### src/rtl/ifetch.sv
// ifetch: in-order instruction fetch with credit-limited request port, {pc, word} buffer and redirect flush.
module ifetch #(
  parameter logic [31:0] RESET_PC  = 32'h0000_0000,
  parameter int          BUF_DEPTH = 2
) (
  input  logic        clk,
  input  logic        rst_n,
  output logic        imem_req,
  output logic [31:0] imem_addr,
  input  logic        imem_gnt,
  input  logic        imem_rvalid,
  input  logic [31:0] imem_rdata,
  input  logic        is_jmp,
  input  logic [31:0] jmp_addr,
  output logic [31:0] inst,
  output logic [31:0] PC,
  output logic        inst_valid,
  input  logic        inst_ready
);
  localparam int AW = $clog2(BUF_DEPTH);
  localparam int CW = AW + 3;
  logic          r_run;
  logic [31:0]   r_fpc;
  logic [CW-1:0] r_outst, r_disc, r_count;
  logic [AW-1:0] r_rd, r_wr;
  logic [31:0]   r_pc   [BUF_DEPTH];
  logic [31:0]   r_word [BUF_DEPTH];
  logic          w_gnt, w_drop, w_push, w_pop, w_redir;
  logic [31:0]   w_rsp_pc;
  assign imem_req   = r_run && (r_outst + r_disc + r_count < CW'(BUF_DEPTH));
  assign imem_addr  = r_fpc;
  assign w_gnt      = imem_req & imem_gnt;
  assign w_drop     = imem_rvalid & (r_disc != '0);
  assign w_push     = imem_rvalid & ~w_drop;
  assign inst_valid = r_count != '0;
  assign w_pop      = inst_valid & inst_ready;
  assign w_redir    = w_pop & is_jmp;
  assign inst       = inst_valid ? r_word[r_rd] : '0;
  assign PC         = inst_valid ? r_pc[r_rd] : '0;
  // live outstanding requests are consecutive words ending just below fpc
  assign w_rsp_pc   = r_fpc - 32'({r_outst, 2'b00});
  always_ff @(posedge clk or negedge rst_n) begin
    if (!rst_n) begin
      r_run   <= 1'b0;
      r_fpc   <= RESET_PC;
      r_outst <= '0;
      r_disc  <= '0;
      r_count <= '0;
      r_rd    <= '0;
      r_wr    <= '0;
    end else begin
      r_run   <= 1'b1;
      r_fpc   <= w_redir ? (jmp_addr & 32'hFFFF_FFFC) : r_fpc + (w_gnt ? 32'd4 : 32'd0);
      // every request still in flight after a redirect must be discarded
      r_disc  <= w_redir ? r_disc + r_outst + CW'(w_gnt) - CW'(imem_rvalid) : r_disc - CW'(w_drop);
      r_outst <= w_redir ? '0 : r_outst + CW'(w_gnt) - CW'(w_push);
      r_count <= w_redir ? '0 : r_count + CW'(w_push) - CW'(w_pop);
      r_rd    <= w_redir ? '0 : r_rd + AW'(w_pop);
      r_wr    <= w_redir ? '0 : r_wr + AW'(w_push);
    end
  end
  always_ff @(posedge clk) begin
    if (w_push) begin
      r_pc[r_wr]   <= w_rsp_pc;
      r_word[r_wr] <= imem_rdata;
    end
  end
endmodule

### config.mk
export PLATFORM = sky130hd
export DESIGN_NAME = ifetch
export DESIGN_NICKNAME = d
export VERILOG_FILES = /design/src/rtl/ifetch.sv
export SDC_FILE = /design/constraint.sdc
export NUM_CORES = 1
export LEC_CHECK = 0
export BUFFER_PORTS_ARGS = -buffer_cell sky130_fd_sc_hd__clkbuf_2
export CAP_MARGIN = 40
export CORE_UTILIZATION = 35
export CTS_BUF_LIST = sky130_fd_sc_hd__clkbuf_16
export CTS_CLUSTER_SIZE = 28
export DETAILED_ROUTE_END_ITERATION = 7
export PLACE_DENSITY = 0.65
export SLEW_MARGIN = 30
export SYNTH_ARGS = -nofsm -noshare
export SYNTH_HDL_FRONTEND = slang
export SYNTH_SLANG_ARGS = --single-unit
export TNS_END_PERCENT = 1
### constraint.sdc
create_clock -name clk -period 5.6 [get_ports clk]
set_input_delay 0.84 -clock clk [delete_from_list [all_inputs] [get_ports clk]]
set_output_delay 0.84 -clock clk [all_outputs]
set_load 0.05 [all_outputs]
; ---- Word level (Yosys, flattened, before mapping)
; Memories as Yosys holds them, arrays and structs flattened.
; Cells that the tools add are included.
[totals]
register_bits = 47
ram_bits = 128
out_inout_bits = 98
elab_cells = 43
n_memories = 2
[classes]
add_sub_neg = 13
n_lt_le_gt_ge = 1
muxes = 11
bitwise_logic = 6
n_reduce_logical = 3
[memory_table]
columns = name, words, word_bits, rd, rd_ports_with_merged_regs, write_ports, line
row1 = r_pc, 2, 32, 1, 0, 1, 26  ; logic [31:0] r_pc [BUF_DEPTH];
row2 = r_word, 2, 32, 1, 0, 1, 27  ; logic [31:0] r_word [BUF_DEPTH];
[ops]
columns = op, n
row1 = two-way mux 32 bit, 3
row2 = adder 32 x 3 -> 32 bit, 1
row3 = subtractor 32 x 6 -> 32 bit, 1
row4 = subtractor 4 x 1 -> 4 bit, 4
row5 = adder 4 x 1 -> 4 bit, 3
row6 = two-way mux 4 bit, 3
row7 = adder 4 bit, 2
row8 = nonzero test 4 bit, 2
row9 = bitwise AND 1 bit, 5
row10 = < comparator 4 x 2 -> 1 bit (second input constant), 1
row11 = two-way mux 1 bit, 4
row12 = two-way mux 3 bit, 1
row13 = adder 1 bit, 2
row14 = logical AND 1 bit, 1
row15 = inverter 1 bit, 1

; ---- Depth between registers and ports, before layout
[logic_depth]
word_depth = 8
depth_mapped = 18
mapped_depth_nobuf = 17

; ---- Worst setup path before layout
; No wires, ideal clock.
[synth_path]
path_kind = register to register
start = reg r_outst[1]
end = reg r_fpc[31] (netlist: imem_addr[31])
t_arrival_ns = 4.672
required_time_ns = 5.526
setup_slack_ns = 0.853
path_stages_with_launch = 18
path_buffers = 1
period_less_slack_ns = 4.747
cell_sequence = dfrtp_1 inv_1 fa_1 inv_1 ha_1 nand4_1 and3_1 a211o_1 a21oi_2 and2_1 buf_2 ha_1 nand2_1 or4_4 nor4_4 nand4_1 xor2_1 o21ai_2
[synth_via]
elab_chain_cells = 8
[synth_lines]
columns = item, line
row1 = "start, declared", 24  ; logic [CW-1:0] r_outst, r_disc, r_count;
row2 = "start signal, assigned", 56  ; r_outst <= w_redir ? '0 : r_outst + CW'(w_gnt) - CW'(w_push);
row3 = adder 4 bit (2 in a row), 30  ; assign imem_req = r_run && (r_outst + r_disc + r_count < CW'(BUF_DEPTH));
row4 = < comparator 4 x 2 -> 1 bit, 30
row5 = logical AND 1 bit, 30
row6 = net imem_req, 8  ; output logic imem_req,
row7 = bitwise AND 1 bit, 32  ; assign w_gnt = imem_req & imem_gnt;
row8 = two-way mux 3 bit, 53  ; r_fpc <= w_redir ? (jmp_addr & 32'hFFFF_FFFC) : r_fpc + (w_gnt ? 32'd4 : 32'd0);
row9 = adder 32 x 3 -> 32 bit, 53
row10 = two-way mux 32 bit, 53
row11 = "end signal, assigned", 53
row12 = "end, declared", 23  ; logic [31:0] r_fpc;
; The timed path passes the listed nets, and every way through them passes these cells.

; ---- Worst setup path in the final report
[layout_path]
start = reg r_outst[1]
end = reg r_fpc[31] (netlist: imem_addr[31])
[layout_via]
elab_chain_cells = 8
[layout_lines]
columns = item, line
row1 = adder 4 bit (2 in a row), 30
row2 = < comparator 4 x 2 -> 1 bit, 30
row3 = logical AND 1 bit, 30
row4 = bitwise AND 1 bit, 32
row5 = two-way mux 3 bit, 53
row6 = adder 32 x 3 -> 32 bit, 53
row7 = two-way mux 32 bit, 53
; No other way between the ends.

==> impl_metrics.toml <==
[status]
outcome = "finished clean"

[logic_synthesis]
yosysMostFrequentCell = "edfxtp_1"
synth-seq-area-share_pct = 58.6
synth_cell_types = 55
synth_edf_count = 124
synth_top_area_share_pct = 45.0
syn_avg_cell_area_um2 = 12.2
ys_seq_elements = 169
yosys_warnings = 0
synthFlopType = "edfxtp_1"
synthArstFlopShare_pct = 26.6
synth_top_cell_by_area = "edfxtp_1"
syn_area_um2 = 8280
synth.area.top_cells = "edfxtp_1, dfrtp_1, mux2i_1, nor2_1, ha_1"
synth_common_cells = "edfxtp_1, nor2_1, mux2i_1, nand2_1, dfrtp_1"
synth_cells = 680

[timing]
max_freq_ghz = 0.205
fin_crit_sh_pct = 87.1
hold_viol = 0
setup_viol_count_final = 0
slew_viol_final = 0
tightest_slew_ps = 731
fin_skew_ps = 8.95
slew_headroom_pct = 51.3
min_period_ps = 4880
setup_tns_ps = 0
rsz0062_at_grt = "false"

[power]
cellLeakagePower_uw = 0.00410
p_per_area_nw_per_um2 = 615
ir_worst_vdd_mv = 0.292

[die]
die_w_um = 156
start_util_pct = 36.1
pin_count = 168
dieArea_um2 = 24300
coreArea_um2 = 22900
row_count = 55
die_h_um = 156

[cells_and_area]
n_antenna_cell = 0
final_area_um2 = 9970
final-seq-area_um2 = 4850
area_growth_pct = 20.4
multi_input_area_um2 = 3180
utilization_pct = 43.5
layout-drive-gt1-share_pct = 26.2
final_nets = 932
n_fill_cell = 2147

[clock_network]
clockBufferDepth = 2
cts_made_buffers = 17
cts-resized-gates = 0
post_cts_buffers = 0
cts_tree = "built"
cts.clk_slew.worst_paths_ps = 70
ctsHoldBuffers = 0
clock_sinks = 169
clk_latency_ps = 430
htree_num_levels = 4
cts-root-buf = "clkbuf_16"

[grt]
grt_max_degree = 64
grt_usage_pct = 15.1
grt_pass1_wl_um = 27500
grt_pass1_vias = 5156
grt-ovfl-total = 0
antenna_found_initial = 0

[drt]
wirelength_um = 17800
drt_first_pass_iters = 5
drtAntennaViolNets = 0
avgRoutedWirePerCell_um = 15.4
via_count = 5399
drc_errors = 0
viasPerCell = 4.67
first_iter_violations = 238

[worst_setup_path]
cp_max_fo = 5
end_kind = "flip-flop"
cpLargestDelayFamily = "simple AND/OR/NAND/NOR gates"
worstPathRequired_ps = 5910
cp_slowest_cell = "fa_1"
worstPathCellList = "inv_1 -> fa_1 -> inv_1 -> ha_1 -> nand4_1 -> and3_1 -> a211o_1 -> a21oi_2 -> and2_1 -> ha_1 -> nand2_1 -> or4_4 -> nor4_4 -> nand4_1 -> xor2_1 -> o21ai_2"
start_kind = "flip-flop"
crit_buf_inv = 2
worstPathArrival_ps = 5190
worst-setup-path-type = "flip-flop to flip-flop"
critical_path.max_stage_delay_ps = 720

[place]
place.gp.congestion = 0.798
hpwl_um = 12500
post_dp_cell_area_um2 = 9370
io_buffer_count = 161

[run]
maxCapViolations = 0

[hold_path]
min_path_type = "input port to asynchronous set/reset pin"
## area by class of cell
| class | count | area share, % |
|---|---|---|
| timing repair buffer | 167 | 8.54 |
| clock inverter | 15 | 1.77 |
| clock buffer | 17 | 4.27 |
| multi-input combinational | 451 | 31.9 |
| inverter | 25 | 0.941 |
| tap | 313 | 3.93 |
| sequential | 169 | 48.7 |
## path summary, 6_finish.rpt
path	start	endpoint	slack, ps	depth (start not counted)
min	rst_n	imem_addr[30]	500	2
max reg2reg	r_outst[1]	imem_addr[31]	720	16
max	r_outst[1]	imem_addr[31]	720	16
min in group clk	imem_rdata[16]	r_word[0][16]	600	1
max in group asynchronous	rst_n	r_rd	4630	2
min reg2reg	r_disc[2]	r_disc[2]	640	2
## metal layers
| metal | share of wire (%) | GRT usage [%] | wire length (um) | up-vias |
|---|---|---|---|---|
| met5 | 0 | 0 | 0 | - |
| met2 | 49 | 25.1 | 8670 | 153 |
| met3 | 5.1 | 4.00 | 909 | 18 |
| li1 | - | - | - | 2674 |
| met1 | 44 | 18.9 | 7920 | 2554 |
| met4 | 1.7 | 4.95 | 299 | 0 |
## cell families after synthesis
logic type | share of synthesized area [%]
compound gates | 4.11
flops | 58.6
other cells | 0.0907
mux | 7.89
fa+ha+maj | 5.23
buf+inv | 3.30
xor+xnor | 6.86
simple gates | 13.9
## stage by stage
stage	power, uW	hold WS (ps)	setup slack (ps)	cells
floorplan	4290	544	853	683
global placement	4940	636	812	1125
detailed placement	4990	631	689	1125
CTS	6210	522	686	1157
global route	6520	549	351	1157
finish	6130	501	720	1157
## power breakdown
group	leakage [uW]	internal, uW	total [uW]	switching [uW]
Sequential	0.00167	1610	1910	300
Combinational	0.00213	905	3020	2110
Clock	0.000289	675	1200	521
Total	0.00410	3190	6130	2940
## placed cells by master, fill, tap and decap left out, types with 6 or more instances in the layout
cell type  Yosys  layout
fa_1           6       6
and3_1        10      10
xnor2_1       33      33
nor2_1        88      88
clkbuf_2       0     161
buf_4          5       6
and2_1         9       8
xor2_1        30      30
nand3_1       12      12
nor4_1         6       6
o21ai_0       15      15
mux2i_1       63      63
a21oi_1        9       9
inv_1         25      25
nand2_1       63      63
ha_1          25      23
dfrtp_1       45      44
clkbuf_16      0      17
edfxtp_1     124     124
o21ai_1       16      16
## flip-flops by register name, indices dropped and copies added (netlist names)
name and flops:
imem_addr 30, r_count 4, r_disc 4, r_outst 4, r_pc 60, r_rd 1
r_run 1, r_word 64, r_wr 1
(Power assumes the default switching activity.)
